===== src/rtl/mem_access_unit.sv =====
`default_nettype none
// +--------------------------------------------------------------------------+
// | Module  : mem_access_unit                                                |
// | Purpose : Load/store unit that issues one data-memory bus transaction    |
// |           per accepted access. It validates size and alignment, places   |
// |           store data and byte masks on the bus lanes, and extracts and   |
// |           extends load data. A bounded wait on dmem_ready turns a hung   |
// |           bus into a faulted completion.                                 |
// | Ports   : clk, rst        - clock, asynchronous active-high reset        |
// |           start           - begin access (sampled only while idle)       |
// |           mem_read/write  - access is a load / store                     |
// |           funct3          - size/sign: B, H, W, BU, HU                   |
// |           addr, wdata     - byte address, store data                     |
// |           busy, done      - not idle, one-cycle completion pulse         |
// |           fault           - qualifies done: rejected or timed out        |
// |           rdata           - extended result of the last good load        |
// |           dmem_*          - word-aligned request/response bus            |
// | Revision: 1.0 - initial release                                          |
// +--------------------------------------------------------------------------+
module mem_access_unit #(
  parameter int unsigned TIMEOUT = 255
) (
  input  logic        clk,
  input  logic        rst,
  input  logic        start,
  input  logic        mem_read,
  input  logic        mem_write,
  input  logic [2:0]  funct3,
  input  logic [31:0] addr,
  input  logic [31:0] wdata,
  output logic        busy,
  output logic        done,
  output logic        fault,
  output logic [31:0] rdata,
  output logic        dmem_req,
  output logic        dmem_we,
  output logic [31:0] dmem_addr,
  output logic [31:0] dmem_wdata,
  output logic [3:0]  dmem_wmask,
  input  logic        dmem_ready,
  input  logic [31:0] dmem_rdata
);

  // The counter runs 0..TIMEOUT-1 across the REQ cycles of one access.
  localparam int unsigned CNT_W = (TIMEOUT > 1) ? $clog2(TIMEOUT) : 1;
  localparam logic [CNT_W-1:0] C_CNT_LAST = CNT_W'(TIMEOUT - 1);

  typedef enum logic [1:0] {
    ST_IDLE = 2'd0,
    ST_REQ  = 2'd1,
    ST_DONE = 2'd2
  } state_t;

  state_t            r_state;
  logic [CNT_W-1:0]  r_cnt;
  logic [2:0]        r_funct3;
  logic [1:0]        r_lane;
  logic              r_load;

  // ---------------------------------------------------------------------
  // Access decode, evaluated on the live inputs in the capture cycle; the
  // decision is made on the same edge that captures the access.
  // ---------------------------------------------------------------------
  logic        w_is_half;
  logic        w_is_word;
  logic        w_load_ok;
  logic        w_store_ok;
  logic        w_align_ok;
  logic        w_noop;
  logic        w_reject;
  logic [31:0] w_st_data;
  logic [3:0]  w_st_mask;

  always_comb begin
    w_is_half  = (funct3[1:0] == 2'b01);   // H and HU
    w_is_word  = (funct3 == 3'b010);
    w_load_ok  = funct3 inside {3'b000, 3'b001, 3'b010, 3'b100, 3'b101};
    w_store_ok = funct3 inside {3'b000, 3'b001, 3'b010};
    w_align_ok = !(w_is_half && addr[0]) && !(w_is_word && (addr[1:0] != 2'b00));
    w_noop     = !mem_read && !mem_write;
    w_reject   = (mem_read && mem_write)
               || (mem_read && !w_load_ok)
               || (mem_write && !w_store_ok)
               || (!w_noop && !w_align_ok);
  end

  // Store lane placement: data is replicated so the slave can pick any lane,
  // the mask selects which bytes actually get written.
  always_comb begin
    w_st_data = 32'h0;
    w_st_mask = 4'b0000;
    if (mem_write) begin
      case (funct3)
        3'b000: begin
          w_st_data = {4{wdata[7:0]}};
          w_st_mask = 4'b0001 << addr[1:0];
        end
        3'b001: begin
          w_st_data = {2{wdata[15:0]}};
          w_st_mask = addr[1] ? 4'b1100 : 4'b0011;
        end
        default: begin
          w_st_data = wdata;
          w_st_mask = 4'b1111;
        end
      endcase
    end
  end

  // ---------------------------------------------------------------------
  // Load extraction from the bus word, using the captured size and lane.
  // ---------------------------------------------------------------------
  logic [7:0]  w_byte;
  logic [15:0] w_half;
  logic [31:0] w_ld_data;

  always_comb begin
    case (r_lane)
      2'd0:    w_byte = dmem_rdata[7:0];
      2'd1:    w_byte = dmem_rdata[15:8];
      2'd2:    w_byte = dmem_rdata[23:16];
      default: w_byte = dmem_rdata[31:24];
    endcase
    w_half = r_lane[1] ? dmem_rdata[31:16] : dmem_rdata[15:0];
    case (r_funct3)
      3'b000:  w_ld_data = {{24{w_byte[7]}}, w_byte};
      3'b001:  w_ld_data = {{16{w_half[15]}}, w_half};
      3'b100:  w_ld_data = {24'h0, w_byte};
      3'b101:  w_ld_data = {16'h0, w_half};
      default: w_ld_data = dmem_rdata;
    endcase
  end

  // ---------------------------------------------------------------------
  // Control FSM with registered outputs.
  // ---------------------------------------------------------------------
  always_ff @(posedge clk or posedge rst) begin
    if (rst) begin
      r_state    <= ST_IDLE;
      r_cnt      <= '0;
      r_funct3   <= 3'b000;
      r_lane     <= 2'b00;
      r_load     <= 1'b0;
      busy       <= 1'b0;
      done       <= 1'b0;
      fault      <= 1'b0;
      rdata      <= 32'h0;
      dmem_req   <= 1'b0;
      dmem_we    <= 1'b0;
      dmem_addr  <= 32'h0;
      dmem_wdata <= 32'h0;
      dmem_wmask <= 4'b0000;
    end else begin
      // done/fault are pulses; they are only raised on entry to DONE.
      done  <= 1'b0;
      fault <= 1'b0;
      case (r_state)
        ST_IDLE: begin
          if (start) begin
            r_funct3 <= funct3;
            r_lane   <= addr[1:0];
            r_load   <= mem_read;
            r_cnt    <= '0;
            busy     <= 1'b1;
            if (w_reject || w_noop) begin
              // Nothing goes on the bus; complete straight away.
              r_state <= ST_DONE;
              done    <= 1'b1;
              fault   <= w_reject;
            end else begin
              r_state    <= ST_REQ;
              dmem_req   <= 1'b1;
              dmem_we    <= mem_write;
              dmem_addr  <= {addr[31:2], 2'b00};
              dmem_wdata <= w_st_data;
              dmem_wmask <= w_st_mask;
            end
          end
        end

        ST_REQ: begin
          if (dmem_ready) begin
            r_state    <= ST_DONE;
            done       <= 1'b1;
            dmem_req   <= 1'b0;
            dmem_we    <= 1'b0;
            dmem_wmask <= 4'b0000;
            r_cnt      <= '0;
            if (r_load) begin
              rdata <= w_ld_data;
            end
          end else if (r_cnt == C_CNT_LAST) begin
            // Bus never answered: abandon the request, rdata untouched.
            r_state    <= ST_DONE;
            done       <= 1'b1;
            fault      <= 1'b1;
            dmem_req   <= 1'b0;
            dmem_we    <= 1'b0;
            dmem_wmask <= 4'b0000;
            r_cnt      <= '0;
          end else begin
            r_cnt <= r_cnt + CNT_W'(1);
          end
        end

        ST_DONE: begin
          // start is deliberately not looked at here.
          r_state <= ST_IDLE;
          busy    <= 1'b0;
        end

        default: begin
          r_state <= ST_IDLE;
          busy    <= 1'b0;
        end
      endcase
    end
  end

endmodule
`default_nettype wire


===== config.mk =====
export PLATFORM = sky130hd
export DESIGN_NAME = mem_access_unit
export DESIGN_NICKNAME = d
export VERILOG_FILES = /design/src/rtl/mem_access_unit.sv
export SDC_FILE = /design/constraint.sdc
export NUM_CORES = 1
export LEC_CHECK = 0
export ABC_CLOCK_PERIOD_IN_PS = 6400
export BUFFER_PORTS_ARGS = -buffer_cell sky130_fd_sc_hd__clkbuf_2
export CORE_AREA = 2 2 108 110
export DETAILED_ROUTE_END_ITERATION = 8
export DIE_AREA = 0 0 110 112
export HOLD_SLACK_MARGIN = 0.15
export PLACE_DENSITY = 0.84
export SYNTH_ARGS = -nofsm -noshare
export SYNTH_HDL_FRONTEND = slang
export SYNTH_SLANG_ARGS = --single-unit

===== constraint.sdc =====
create_clock -name clk -period 6.4 [get_ports clk]
set_input_delay 0.32 -clock clk [delete_from_list [all_inputs] [get_ports clk]]
set_output_delay 0.32 -clock clk [all_outputs]
set_load 0.005 [all_outputs]

==> results.ini, run 1 <==
[clock_tree]
h-tree-depth = 4
cts_tree = done
numCtsBuffers = 17
hold_buffers = 26
cts.clk_slew.worst_paths_ns = 0.06
cts_resized = 0
cts_root_buf = clkbuf_16
clock_latency_ns = 0.40
cts_buffer_depth = 2
cts_setup_buffers = 0
clock_sinks = 119

[cells_and_area]
regArea_um2 = 2978
drive_gt1_frac = 0.3462
nFillCells = 799
final_area_um2 = 7871
area_growth_pct = 33.34
num_antenna_cells = 0
multiInputGateArea_um2 = 2713
fin_cells = 946
nets = 899

[global_route]
grt_use_total = 0.2806
grt_overflow_total = 0
grt_max_degree = 70
antenna_found_initial = 0
grt_pass1_vias = 5394
grt_pass1_wl_um = 26700

[routing]
avgViaCountPerCell = 5.836
initialDrtViolationCount = 561
wl_per_cell_um = 18.00
drt_first_pass_iters = 6
drcViolationCount = 0
route.final.wire_length_um = 17030
vias = 5521
ant_nets = 0

[synth]
synth-edff-count = 0
yosysTopAreaCell = dfrtp_1
ys_seq_area_frac = 0.5045
synth_area_leaders = dfrtp_1 (50%), nand2_1 (5.4%), mux2_4 (5.1%)
synth_cell_types = 58
synth_top_area_frac = 0.5045
async_flop_share = 1.000
avgSynthCellArea_um2 = 10.21
ys_ff_latch = 119
yosys_warnings = 0
netlist_instances = 578
syn_area_um2 = 5903
synth_top_flop_cell = dfrtp_1

[worst_setup_path]
critPathArrivalTime_ns = 2.98
cpPeakStageDelay_ns = 0.95
cp-start-kind = register
path_cells = nand4b_1, a2111o_1, nand3_1
cp.required_ns = 6.73
path_max_fanout = 27
end_kind = register
slowest_stage = a2111o_1
critPathKind = reg -> reg
r2r_slack_ns = 3.75

[timing]
setup_tns_ns = 0
finalCritPeriodShare = 0.4135
slew_headroom = 0.1824
slew_viol_final = 0
setup_viol_count_final = 0
whs_ns = 0.1631
tightestPinTransition_ns = 1.226
rsz0062_at_grt = no
hold_viol_final = 0
final.min_clock_period_ns = 2.646
fmax_mhz = 377.9
clock-skew-final_ns = 0.006649

[floorplan]
rows = 39
initial_core_util = 0.5283
die_area_um2 = 12320
core-area_um2 = 11170
dieHeight_um = 112
die_w_um = 110
num_io_pins = 210

[pwr]
p_leak_nw = 3.899
irDropWorstVdd_mv = 0.2442
power_density_nw_per_um2 = 401.9

[placed_design]
hpwl_um = 11380
placed_cells = 889
io_buffers = 207
placed_cell_area_um2 = 6957
gp_congestion = 0.8890

[run]
cap_violations = 0

[min_path]
hold_class = in -> reg

[outcome]
status = completed

-- state kept, by name, summed over array words and instances, names as in the netlist --
signal and cells:
rdata 32, fault 1, busy 1, dmem_req 1, dmem_we 1, r_lane 2, done 1, r_funct3 3
r_load 1, dmem_wmask 4, dmem_addr 30, dmem_wdata 32, r_state 2, r_cnt 8
-- layer usage --
metal	share of wire	vias to the layer above	track usage
li1	-	2504	-
met5	0	-	0
met2	0.47	357	0.4315
met4	0.040	0	0.1266
met1	0.39	2594	0.3621
met3	0.095	66	0.08724
-- final cells by class --
| cell class | instances | area share |
|---|---|---|
| Clock buffer | 22 | 0.06024 |
| Inverter | 5 | 0.002702 |
| Sequential cell | 119 | 0.3783 |
| Clock inverter | 8 | 0.02162 |
| Multi-Input combinational cell | 411 | 0.3446 |
| Tap cell | 143 | 0.02273 |
| Timing Repair Buffer | 238 | 0.1698 |
-- cell families (layout without fill, tap and decap cells) --
| kind of cell | count (synthesis) | after routing | share of synthesized area |
|---|---|---|---|
| muxes | 55 | 55 | 0.1178 |
| xor gates and xnor gates | 5 | 5 | 0.007418 |
| adders and majority gates | 2 | 2 | 0.004238 |
| AOI/OAI and AO/OA | 166 | 166 | 0.1749 |
| and+or+nand+nor | 181 | 181 | 0.1524 |
| other | 1 | 2 | 0.0006353 |
| buffers and inverters | 49 | 273 | 0.03815 |
| DFF | 119 | 119 | 0.5045 |
-- where the power goes --
group          switching (W)  internal, W  leakage [nW]
clock               0.000329     0.000717         0.308
combinational       0.000416     0.000450          2.09
sequential          0.000223      0.00103          1.51
total               0.000969      0.00219          3.90
-- metrics by stage --
step	setup WS [ns]	utilization	power [W]
floorplan	2.923	-	0.001657
global placement	3.508	0.6226	0.002044
detailed placement	3.418	0.6226	0.002093
CTS	3.758	0.7035	0.003160
global route	3.509	0.7044	0.003348
finish	3.754	0.7044	0.003163
-- worst max-delay path, delay by kind of cell (launching register included) --
kind	cells	cell delay [ns]
AO/OA/AOI/OAI	1	0.95
AND/OR/NAND/NOR	2	1.08
flip-flops	1	0.53
-- cell usage in the layout, fill, tap and decap left out, types with 3 or more instances in the layout --
master / netlist / final
buf_4: 3 / 4
nand2b_1: 3 / 3
clkbuf_8: 0 / 3
or3_1: 7 / 7
clkbuf_16: 0 / 17
mux2_1: 18 / 18
dlygate4sd3_1: 0 / 27
nand4_1: 4 / 4
a21boi_0: 16 / 16
mux2_4: 20 / 20
nor2_1: 11 / 10
and3b_1: 7 / 7
a21oi_1: 17 / 17
nand3_1: 37 / 37
nand3b_1: 10 / 10
nand2_1: 85 / 85
inv_1: 4 / 3
o211ai_1: 6 / 6
o31ai_1: 24 / 24
xor2_1: 5 / 5
dfrtp_1: 119 / 119
a211o_1: 6 / 6
mux2_2: 8 / 8
o21ai_1: 24 / 24
bufinv_16: 0 / 5
mux2i_1: 8 / 8
o21ai_0: 56 / 56
clkbuf_2: 0 / 207
-- cells in the mapped netlist (all sizes together) (2+ instances only) --
cell type  instances
nor2              12
o211ai             7
mux2              46
nand3             37
or3                7
nand3b            10
a21boi            16
o21a               2
a211o              6
o31a               2
dfrtp            119
mux2i              8
inv                4
nand2b             3
buf               15
and3b              7
and4               2
o21ai             80
and2               2
or2                2
o31ai             24
o22ai              2
a21oi             17
clkbuf            29
nor3               2
xor2               5
or3b               2
ha                 2
nand4              4
o21ba              2
nand2             85
-- worst paths after layout --
path                                 end          start  cells past startpoint
min in group asynchronous  dmem_addr[10]            rst                      3
max                            rdata[23]     r_state[0]                      3
min reg2reg                dmem_addr[21]  dmem_addr[21]                      1
max reg2reg                    rdata[23]     r_state[0]                      3
min                         dmem_addr[3]        addr[3]                      2
max in group asynchronous      rdata[14]            rst                      4
Note: power is estimated with default switching activity, not from simulation.
==> run 2, diff against run 1 <==
==> config.mk (replaced) <==
export PLATFORM = sky130hd
export DESIGN_NAME = mem_access_unit
export DESIGN_NICKNAME = d
export VERILOG_FILES = /design/src/rtl/mem_access_unit.sv
export SDC_FILE = /design/constraint.sdc
export NUM_CORES = 1
export LEC_CHECK = 0
export ABC_CLOCK_PERIOD_IN_PS = 2300
export BUFFER_PORTS_ARGS = -buffer_cell sky130_fd_sc_hd__clkbuf_2
export CORE_AREA = 2 2 118 120
export DETAILED_ROUTE_END_ITERATION = 8
export DIE_AREA = 0 0 120 122
export HOLD_SLACK_MARGIN = 0.15
export PLACE_DENSITY = 0.75
export SYNTH_ARGS = -nofsm -noshare
export SYNTH_HDL_FRONTEND = slang
export SYNTH_SLANG_ARGS = --single-unit
==> constraint.sdc (replaced) <==
create_clock -name clk -period 2.3 [get_ports clk]
set_input_delay 0.115 -clock clk [delete_from_list [all_inputs] [get_ports clk]]
set_output_delay 0.115 -clock clk [all_outputs]
set_load 0.005 [all_outputs]
==> results.ini, run 2 (synthesis results as in run 1) <==
[outcome]
status = completed  ; unchanged

[placed_design]
placed_cells = 939  ; was 889
gp_congestion = 0.8220  ; was 0.8890
io_buffers = 207  ; unchanged
hpwl_um = 11390  ; was 11,380 µm

[timing]
fmax_mhz = 453.5  ; was 377.9 MHz
finalCritPeriodShare = 0.9586  ; was 0.4135
setup_viol_count_final = 0  ; unchanged
tightestPinTransition_ns = 0.6294  ; was 1.226 ns
final.min_clock_period_ns = 2.205  ; was 2.646 ns
rsz0062_at_grt = no  ; unchanged
clock-skew-final_ns = 0.008779  ; was 0.006649 ns
slew_headroom = 0.5804  ; was 0.1824
setup_tns_ns = 0  ; unchanged
hold_viol_final = 0  ; unchanged
slew_viol_final = 0  ; unchanged

[pwr]
p_leak_nw = 4.240  ; was 3.899 nW
seq_power_share = 0.397  ; was 0.395
irDropWorstVdd_mv = 0.5079  ; was 0.2442 mV
power_density_nw_per_um2 = 983.6  ; was 401.9 nW/µm²
p_switching_w = 0.002714  ; was 0.0009685 W
pwr-share-comb = 0.313  ; was 0.274
p_int_w = 0.005805  ; was 0.002195 W
power.share.switching = 0.3186  ; was 0.3062
p_clk_frac = 0.290  ; was 0.331

[floorplan]
num_io_pins = 210  ; unchanged
core-area_um2 = 13500  ; was 11,170 µm²
die_w_um = 120  ; was 110 µm
initial_core_util = 0.4371  ; was 0.5283
dieHeight_um = 122  ; was 112 µm
rows = 43  ; was 39
die_area_um2 = 14640  ; was 12,320 µm²

[worst_setup_path]
end_kind = register  ; unchanged
cp-start-kind = register  ; unchanged
crit_buf_inv = 1  ; was 0
cp.required_ns = 2.59  ; was 6.73 ns
critPathArrivalTime_ns = 2.49  ; was 2.98 ns
cpPeakStageDelay_ns = 0.56  ; was 0.95 ns
cpLargestDelayFamily = simple AND/OR/NAND/NOR gates  ; unchanged
path_cells = nand2b_2, or3_1, a21oi_1, o21ai_1, dlygate4sd3_1  ; was nand4b_1, a2111o_1, nand3_1
path_max_fanout = 15  ; was 27
slowest_stage = dlygate4sd3_1  ; was a2111o_1
critPathKind = reg -> reg  ; unchanged

[routing]
initialDrtViolationCount = 365  ; was 561
drt_first_pass_iters = 5  ; was 6
route.final.wire_length_um = 18360  ; was 17,030 µm
avgViaCountPerCell = 5.319  ; was 5.836
ant_nets = 0  ; unchanged
wl_per_cell_um = 17.17  ; was 18.00 µm
vias = 5686  ; was 5,521
drcViolationCount = 0  ; unchanged

[global_route]
grt_pass1_wl_um = 29440  ; was 26,700 µm
grt_use_total = 0.2570  ; was 0.2806
antenna_found_initial = 0  ; unchanged
grt_overflow_total = 0  ; unchanged
grt_pass1_vias = 5818  ; was 5,394
grt_max_degree = 120  ; was 70

[cells_and_area]
num_antenna_cells = 0  ; unchanged
regArea_um2 = 2978  ; unchanged
fin_cells = 1069  ; was 946
reg_top3 = dmem_wdata (32), rdata (32), dmem_addr (30)  ; unchanged
drive_gt1_frac = 0.3318  ; was 0.3462
area_growth_pct = 46.71  ; was 33.34%
multiInputGateArea_um2 = 2719  ; was 2713 µm²
nFillCells = 1054  ; was 799
nets = 984  ; was 899
final_cell_mix = clkbuf_2 (207), dfrtp_1 (119), dlygate4sd3_1 (99), nand2_1 (85), o21ai_0 (56)  ; was clkbuf_2 (207), dfrtp_1 (119), nand2_1 (85), o21ai_0 (56), nand3_1 (37)
final_common_cell = clkbuf_2  ; unchanged

[clock_tree]
cts_root_buf = clkbuf_16  ; unchanged
clock_latency_ns = 0.41  ; was 0.40 ns
cts_buffer_depth = 2  ; unchanged
numCtsBuffers = 17  ; unchanged
cts_setup_buffers = 0  ; unchanged
clock_sinks = 119  ; unchanged
h-tree-depth = 4  ; unchanged
cts_tree = done  ; unchanged
cts.clk_slew.worst_paths_ns = 0.06  ; about the same

[run]
cap_violations = 0  ; unchanged

[min_path]
hold_class = in -> reg  ; unchanged

run 2: changes by cell type in the layout (fill, tap and decap cells not counted):
cell           previous run  this run
clkbuf_1                  2         1
a21oi_1                  17        16
nand2b_2                  0         1
buf_12                    0         1
inv_4                     1         0
clkinv_2                  1         8
a21oi_2                   0         1
clkinv_4                  0         1
buf_4                     4        16
bufinv_16                 5         1
nand2b_1                  3         2
dlygate4sd3_1            27        99
clkinvlp_4                2         1
run 2: power by group through the flow:
stage	Combinational, W	Sequential (W)	Clock, W
after floorplan	0.00127	0.00334	0
after global placement	0.00243	0.00336	0
after detailed placement	0.00249	0.00338	0
after CTS	0.00264	0.00337	0.00251
after global routing	0.00295	0.00348	0.00263
final	0.00267	0.00338	0.00247
run 2: path summary, 6_finish.rpt:
check	depth (start not counted)	slack, ns	from	endpoint
hold / removal	4	0.17	wdata[20]	dmem_wdata[20]
min in group asynchronous	4	0.42	rst	dmem_addr[20]
hold reg to reg	1	0.49	dmem_addr[22]	dmem_addr[22]
setup / recovery	5	0.1	r_funct3[0]	rdata[5]
setup reg to reg	5	0.1	r_funct3[0]	rdata[5]
max in group asynchronous	4	1.41	rst	dmem_req
run 2: layer usage:
| metal | vias to the layer above | track usage | share of wire | routed length (µm) |
|---|---|---|---|---|
| li1 | 2683 | - | - | - |
| met1 | 2678 | 0.3019 | 0.40 | 7426 |
| met2 | 286 | 0.4432 | 0.49 | 9054 |
| met3 | 39 | 0.06929 | 0.076 | 1400 |
| met4 | 0 | 0.1118 | 0.026 | 476 |
| met5 | - | 0 | 0 | 0 |
run 2: timing repair:
item                                    in CTS  in global routing
endpoints found under the setup margin       0                  2
hold buffers                                99                  0
hold endpoints to repair                   217                  0
gates resized for setup                      0                  2
run 2: area by class of cell:
cell class / instances / area share
multi-input combinational: 411 / 0.3139
clock inverter: 10 / 0.009101
clock buffer: 21 / 0.05432
tap: 180 / 0.02600
sequential: 119 / 0.3438
timing repair buffer: 323 / 0.2502
inverter: 5 / 0.002600
run 2: worst reg2reg max path, stage by stage (launching register included):
cell and delay [ns]:
dfrtp_1 0.46, nand2b_2 0.34, or3_1 0.38, a21oi_1 0.24, o21ai_1 0.10, dlygate4sd3_1 0.57
run 2: stage by stage:
| step | power (W) | area (µm²) | hold WS (ns) | utilization | setup slack, ns |
|---|---|---|---|---|---|
| after CTS | 0.008512 | 8655 | 0.1522 | 0.6409 | 0.05651 |
| after floorplan | 0.004611 | 5911 | 0.2204 | - | 0.4756 |
| final | 0.008519 | 8661 | 0.1687 | 0.6413 | 0.09512 |
| after global placement | 0.005782 | 7114 | 0.3296 | 0.5268 | 0.3749 |
| after detailed placement | 0.005864 | 7114 | 0.3392 | 0.5268 | 0.3323 |
| after global routing | 0.009064 | 8661 | 0.1876 | 0.6413 | 0.01467 |
